**src/rtl/axil_pkg.sv**
```systemverilog
// axil_pkg: shared FSM state and response encodings for the AXI4-Lite master
package axil_pkg;
   typedef enum logic [2:0] {IDLE, WR_REQ, WR_RESP, RD_REQ, RD_RESP, RSP} state_t;
   localparam logic [1:0] RESP_OKAY   = 2'b00;
   localparam logic [1:0] RESP_SLVERR = 2'b10;
endpackage

```
**src/rtl/axil_master_ctrl.sv**
```systemverilog
// axil_master_ctrl: single-outstanding AXI4-Lite master driven by a command/response stream
// Optional feature macro AXIL_MASTER_ERRCNT_EN adds a saturating err_count output.
module axil_master_ctrl
   import axil_pkg::*;
#(
   parameter int DATA_WIDTH = 32,
   parameter int ADDR_WIDTH = 8
) (
   input  logic                      m1_axi_aclk,
   input  logic                      m1_axi_aresetn,
   input  logic                      cmd_valid,
   output logic                      cmd_ready,
   input  logic                      cmd_write,
   input  logic [ADDR_WIDTH-1:0]     cmd_addr,
   input  logic [DATA_WIDTH-1:0]     cmd_wdata,
   input  logic [DATA_WIDTH/8-1:0]   cmd_wstrb,
   output logic                      rsp_valid,
   input  logic                      rsp_ready,
   output logic [DATA_WIDTH-1:0]     rsp_rdata,
   output logic                      rsp_err,
`ifdef AXIL_MASTER_ERRCNT_EN
   output logic [15:0]               err_count,
`endif
   output logic [ADDR_WIDTH-1:0]     m1_axi_awaddr,
   output logic                      m1_axi_awvalid,
   input  logic                      m1_axi_awready,
   output logic [DATA_WIDTH-1:0]     m1_axi_wdata,
   output logic [DATA_WIDTH/8-1:0]   m1_axi_wstrb,
   output logic                      m1_axi_wvalid,
   input  logic                      m1_axi_wready,
   input  logic [1:0]                m1_axi_bresp,
   input  logic                      m1_axi_bvalid,
   output logic                      m1_axi_bready,
   output logic [ADDR_WIDTH-1:0]     m1_axi_araddr,
   output logic                      m1_axi_arvalid,
   input  logic                      m1_axi_arready,
   input  logic [DATA_WIDTH-1:0]     m1_axi_rdata,
   input  logic [1:0]                m1_axi_rresp,
   input  logic                      m1_axi_rvalid,
   output logic                      m1_axi_rready
);
   state_t                    state, state_d;
   logic                      aw_done, aw_done_d, w_done, w_done_d;
   logic [ADDR_WIDTH-1:0]     awaddr_d, araddr_d;
   logic [DATA_WIDTH-1:0]     wdata_d, rdata_d;
   logic [DATA_WIDTH/8-1:0]   wstrb_d;
   logic                      err_d;

   // cmd_ready is gated by reset so the stream side never sees acceptance while held in reset
   assign cmd_ready = (state == IDLE) && m1_axi_aresetn;

   // next-state and next register values; every AXI output is a flop loaded from these
   always_comb begin
      state_d   = state;
      aw_done_d = aw_done;
      w_done_d  = w_done;
      awaddr_d  = m1_axi_awaddr;
      araddr_d  = m1_axi_araddr;
      wdata_d   = m1_axi_wdata;
      wstrb_d   = m1_axi_wstrb;
      rdata_d   = rsp_rdata;
      err_d     = rsp_err;
      case (state)
         IDLE: if (cmd_valid) begin
            state_d   = cmd_write ? WR_REQ : RD_REQ;
            aw_done_d = 1'b0;
            w_done_d  = 1'b0;
            awaddr_d  = cmd_write ? cmd_addr : m1_axi_awaddr;
            wdata_d   = cmd_write ? cmd_wdata : m1_axi_wdata;
            wstrb_d   = cmd_write ? cmd_wstrb : m1_axi_wstrb;
            araddr_d  = cmd_write ? m1_axi_araddr : cmd_addr;
         end
         WR_REQ: begin
            aw_done_d = aw_done | (m1_axi_awvalid & m1_axi_awready);
            w_done_d  = w_done | (m1_axi_wvalid & m1_axi_wready);
            state_d   = (aw_done_d && w_done_d) ? WR_RESP : WR_REQ;
         end
         WR_RESP: if (m1_axi_bvalid) begin
            err_d   = m1_axi_bresp != RESP_OKAY;
            rdata_d = '0;
            state_d = RSP;
         end
         RD_REQ: state_d = m1_axi_arready ? RD_RESP : RD_REQ;
         RD_RESP: if (m1_axi_rvalid) begin
            err_d   = m1_axi_rresp != RESP_OKAY;
            rdata_d = m1_axi_rdata;
            state_d = RSP;
         end
         RSP: state_d = rsp_ready ? IDLE : RSP;
         default: state_d = IDLE;
      endcase
   end

   // state, handshake flags, channel valids/readies and captured payloads
   always_ff @(posedge m1_axi_aclk or negedge m1_axi_aresetn) begin
      if (!m1_axi_aresetn) begin
         state          <= IDLE;
         aw_done        <= 1'b0;
         w_done         <= 1'b0;
         m1_axi_awvalid <= 1'b0;
         m1_axi_wvalid  <= 1'b0;
         m1_axi_bready  <= 1'b0;
         m1_axi_arvalid <= 1'b0;
         m1_axi_rready  <= 1'b0;
         rsp_valid      <= 1'b0;
         m1_axi_awaddr  <= '0;
         m1_axi_araddr  <= '0;
         m1_axi_wdata   <= '0;
         m1_axi_wstrb   <= '0;
         rsp_rdata      <= '0;
         rsp_err        <= 1'b0;
      end else begin
         state          <= state_d;
         aw_done        <= aw_done_d;
         w_done         <= w_done_d;
         m1_axi_awvalid <= (state_d == WR_REQ) && !aw_done_d;
         m1_axi_wvalid  <= (state_d == WR_REQ) && !w_done_d;
         m1_axi_bready  <= state_d == WR_RESP;
         m1_axi_arvalid <= state_d == RD_REQ;
         m1_axi_rready  <= state_d == RD_RESP;
         rsp_valid      <= state_d == RSP;
         m1_axi_awaddr  <= awaddr_d;
         m1_axi_araddr  <= araddr_d;
         m1_axi_wdata   <= wdata_d;
         m1_axi_wstrb   <= wstrb_d;
         rsp_rdata      <= rdata_d;
         rsp_err        <= err_d;
      end
   end

`ifdef AXIL_MASTER_ERRCNT_EN
   // count error responses at the moment they are captured, saturating at all-ones
   always_ff @(posedge m1_axi_aclk or negedge m1_axi_aresetn) begin
      if (!m1_axi_aresetn) err_count <= '0;
      else if (state != RSP && state_d == RSP && err_d && err_count != 16'hFFFF) err_count <= err_count + 16'd1;
   end
`endif
endmodule

```
**config.mk**
```make
export PLATFORM = sky130hd
export DESIGN_NAME = axil_master_ctrl
export DESIGN_NICKNAME = d
export VERILOG_FILES = /design/src/rtl/axil_pkg.sv /design/src/rtl/axil_master_ctrl.sv
export SDC_FILE = /design/constraint.sdc
export NUM_CORES = 1
export LEC_CHECK = 0
export ABC_AREA = 1
export CAP_MARGIN = 5
export CORE_UTILIZATION = 41
export DETAILED_ROUTE_END_ITERATION = 8
export HOLD_SLACK_MARGIN = 0.03
export MAX_ROUTING_LAYER = met4
export PLACE_DENSITY = 0.77
export REMOVE_ABC_BUFFERS = 1
export SYNTH_ARGS = -nofsm -noshare
export SYNTH_HDL_FRONTEND = slang
export SYNTH_SLANG_ARGS = --single-unit
```
**constraint.sdc**
```tcl
create_clock -name m1_axi_aclk -period 1.7 [get_ports m1_axi_aclk]
set_input_delay 0.34 -clock m1_axi_aclk [delete_from_list [all_inputs] [get_ports m1_axi_aclk]]
set_output_delay 0.34 -clock m1_axi_aclk [all_outputs]
set_load 0.1 [all_outputs]
```
==> summary.md <==
| Metric | Value |
|---|---|
| Outcome | `finished clean` |
| Layout Nets | `~700` |
| Setup-failing EPs final | `0` |
| Largest net degree at the start of global routing | `between 90 and 100` |
| XOR/XNOR Fraction of Synth Area | `0%` |
| Synth Area in Adders | `0%` |
| Core area | `9240 µm²` |
| Worst-Margin Slew | `0.4943 ns` |
| Critical path type | `flip-flop to output pin` |
| RR Endpoint | `m1_axi_wdata[0]` |
| GRT Residual Overflow | `0` |
| Initial antenna violation count | `0` |
| Worst Path Arrival | `1.29 ns` |
| Crit path time final | `1.626 ns` |
| First drt pass iteration count | `6` |
| Ports | `182` |
| Root Buffer | `clkbuf_8` |
| Total die area | `~10000 µm²` |
| Synth unique cells | `22` |
| Gp weighted congestion | `0.8680` |
| DP HPWL | `8404 µm` |
| Mux share of post-synthesis cell area | `0%` |
| Max Transition Viols Final | `0` |
| First DRT Iteration DRCs | `approximately 140` |
| Longest Clk Path Bufs | `2` |
| Max_cap viols | `0` |
| Area of the mapped netlist | `3929 µm²` |
| Final worst slack | `0.07437 ns` |
| ANT cells | `0` |
| Worst setup endpoint | `cmd_ready` |
| Largest family of logic cells by synthesized area | `simple AND/OR/NAND/NOR gates` |
| Required time of the critical path | `1.36 ns` |
| Critical path capture point type | `output pin` |
| Seq/Total Area, Yosys | `61.15%` |
| Die Ht | `99.89 µm` |
| Syn avg cell area | `9.179 µm²` |
| Clock latency on the worst-skew pair | `0.36 ns` |
| CP startpoint | `state[0]` |
| Crit start category | `flip-flop` |
| R2R cell count | `8` |
| Width of the die | `99.89 µm` |
| Yosys reg bits | `96` |
| R2r startpoint | `state[0]` |
| H-tree levels | `3` |
| Worst slew margin | `67.05%` |
| Total global-route track usage | `24.62%` |
| Fill cells | `605` |
| Post-route clock period utilization | `about 96%` |
| Post-synthesis compound-gate area fraction | `2.962%` |
| IO Port Bufs | `181` |
| Clock Skews | `approximately 0.015 ns` |
| Placement Setup Slack | `-0.04240 ns` |
| CTS Buf Count | `9` |
| Synth Area in Simple Gates | `between 20% and 30%` |
| Syn. warnings | `0` |
| Vias per cell | `between 4 and 5` |
| Fmax achieved | `615.1 MHz` |
| Ys flop type | `dfrtp_1` |
| Routed via count | `roughly 3700` |
| WL/cell | `approximately 15 µm` |
| R2R setup slack | `between 0.2 and 0.25 ns` |
| Share of layout cells above drive strength 1 | `23.04%` |
| CTS Sinks | `96` |
| EDFF count, synth | `0` |
| Rows | `35` |
| Asr flop ratio synth | `100.0%` |
| CTS tree | `done` |
| Initial core utilization | `42.52%` |
| Final ANT Viol Nets | `0` |
| Clock transition at path regs | `0.09 ns` |
| WL final | `11360 µm` |
| Vias in the first global route | `approximately 3800` |
| RSZ-0062 raised after global routing | `no` |
| Area grow syn2layout | `79.39%` |
| Post-route DRC | `0` |
| Fin. Hold Viols | `0` |
| Post-synthesis cell count | `428` |
| Tightest Hold Check Type | `input pin to asynchronous set/reset pin` |
| Global-route wire length before repair | `18400 µm` |
| Critical Path Fanout Max | `3` |
| Hold-fix buffers, CTS | `0` |
## through the flow
| stage | std cells | TNS [ns] | instance area (µm²) | hold WS (ns) | utilization [%] |
|---|---|---|---|---|---|
| floorplan | 401 | -12.24 | 3771 | 0.04441 | - |
| global placement | 723 | 0 | 6815 | 0.4500 | 73.76 |
| detailed placement | 723 | -0.09466 | 6815 | 0.4547 | 73.76 |
| CTS | 740 | 0 | 7036 | 0.05527 | 76.14 |
| global route | 741 | 0 | 7048 | 0.04925 | 76.28 |
| finish | 741 | 0 | 7048 | 0.03844 | 76.28 |
## logic make-up (layout without fill, tap and decap cells)
kind of cell    Yosys count  in the layout
compound gates           23             23
buf+inv                  47            231
flops                    96             96
simple gates            262            262
## worst min-delay path by stage
stage,start,end,depth (start not counted)
finish,m1_axi_aresetn,m1_axi_araddr[4],2
global placement,m1_axi_aresetn,m1_axi_araddr[6],2
detailed placement,m1_axi_aresetn,m1_axi_araddr[4],2
floorplan,m1_axi_aresetn,aw_done,0
global route,m1_axi_aresetn,aw_done,2
CTS,m1_axi_aresetn,m1_axi_araddr[4],2
## registers in the layout, indices dropped and copies added (netlist names), 3 cells and up
register,flops
m1_axi_araddr,8
m1_axi_wstrb,4
m1_axi_wdata,32
state,3
m1_axi_awaddr,8
rsp_rdata,32
## layer usage
metal  vias to the layer above  share of wire [%]  global-route usage, %
li1                       1747                  -                      -
met1                      1772                 39                  28.88
met2                       155                 51                  40.85
met3                        22                7.8                  6.616
met4                         0                2.2                  8.824
met5                         -                  0                      -
## layout make-up
class	count	area (µm²)	share of cell area [%]
timing repair buffer	196	2905	41.22
sequential	96	2404	34.10
multi-input combinational	285	1299	18.43
tap	129	161.4	2.290
clock buffer	10	137.6	1.953
inverter	20	77.57	1.101
clock inverter	5	63.81	0.9054
## placed cells by master (no fill, tap or decap), drive strengths merged
cell           count
clkinv             1
a31oi              1
nand2            137
clkbuf            10
and3               1
a21oi              2
dfrtp             96
clkinvlp           1
bufinv             1
inv               22
buf              108
clkdlybuf4s50     88
nand3            106
nor2              13
nand4              4
nor3               1
o21ai             20
## synth_stat cells (2+ instances only)
cell	number	share of area, %
buf_4	4	0.76
buf_2	9	1.1
nand2_2	3	0.48
o21ai_1	9	1.1
nor2_1	10	0.96
inv_2	5	0.48
dfrtp_1	96	61
clkbuf_1	10	0.96
nand3_2	2	0.51
inv_1	15	1.4
nand3_1	104	13
buf_6	4	1.1
nand4_2	2	0.64
nor2_2	2	0.32
nand2_1	134	13
a21oi_1	2	0.25
nand4_1	2	0.32
o21ai_0	11	1.4
## critical path, cell delays in order, from the launching register on
cell,delay (ns)
dfrtp_2,0.44
nor2_4,0.13
and3_4,0.20
buf_12,0.17
## timing repair
item,4_1_cts,5_1_grt
gates resized for setup,2,1
setup buffers,2,1
pin swaps,1,0
endpoints found under the setup margin,1,1
Power is not shown: default switching activity piles up to over one toggle a cycle in this logic, so the estimate is an artifact.
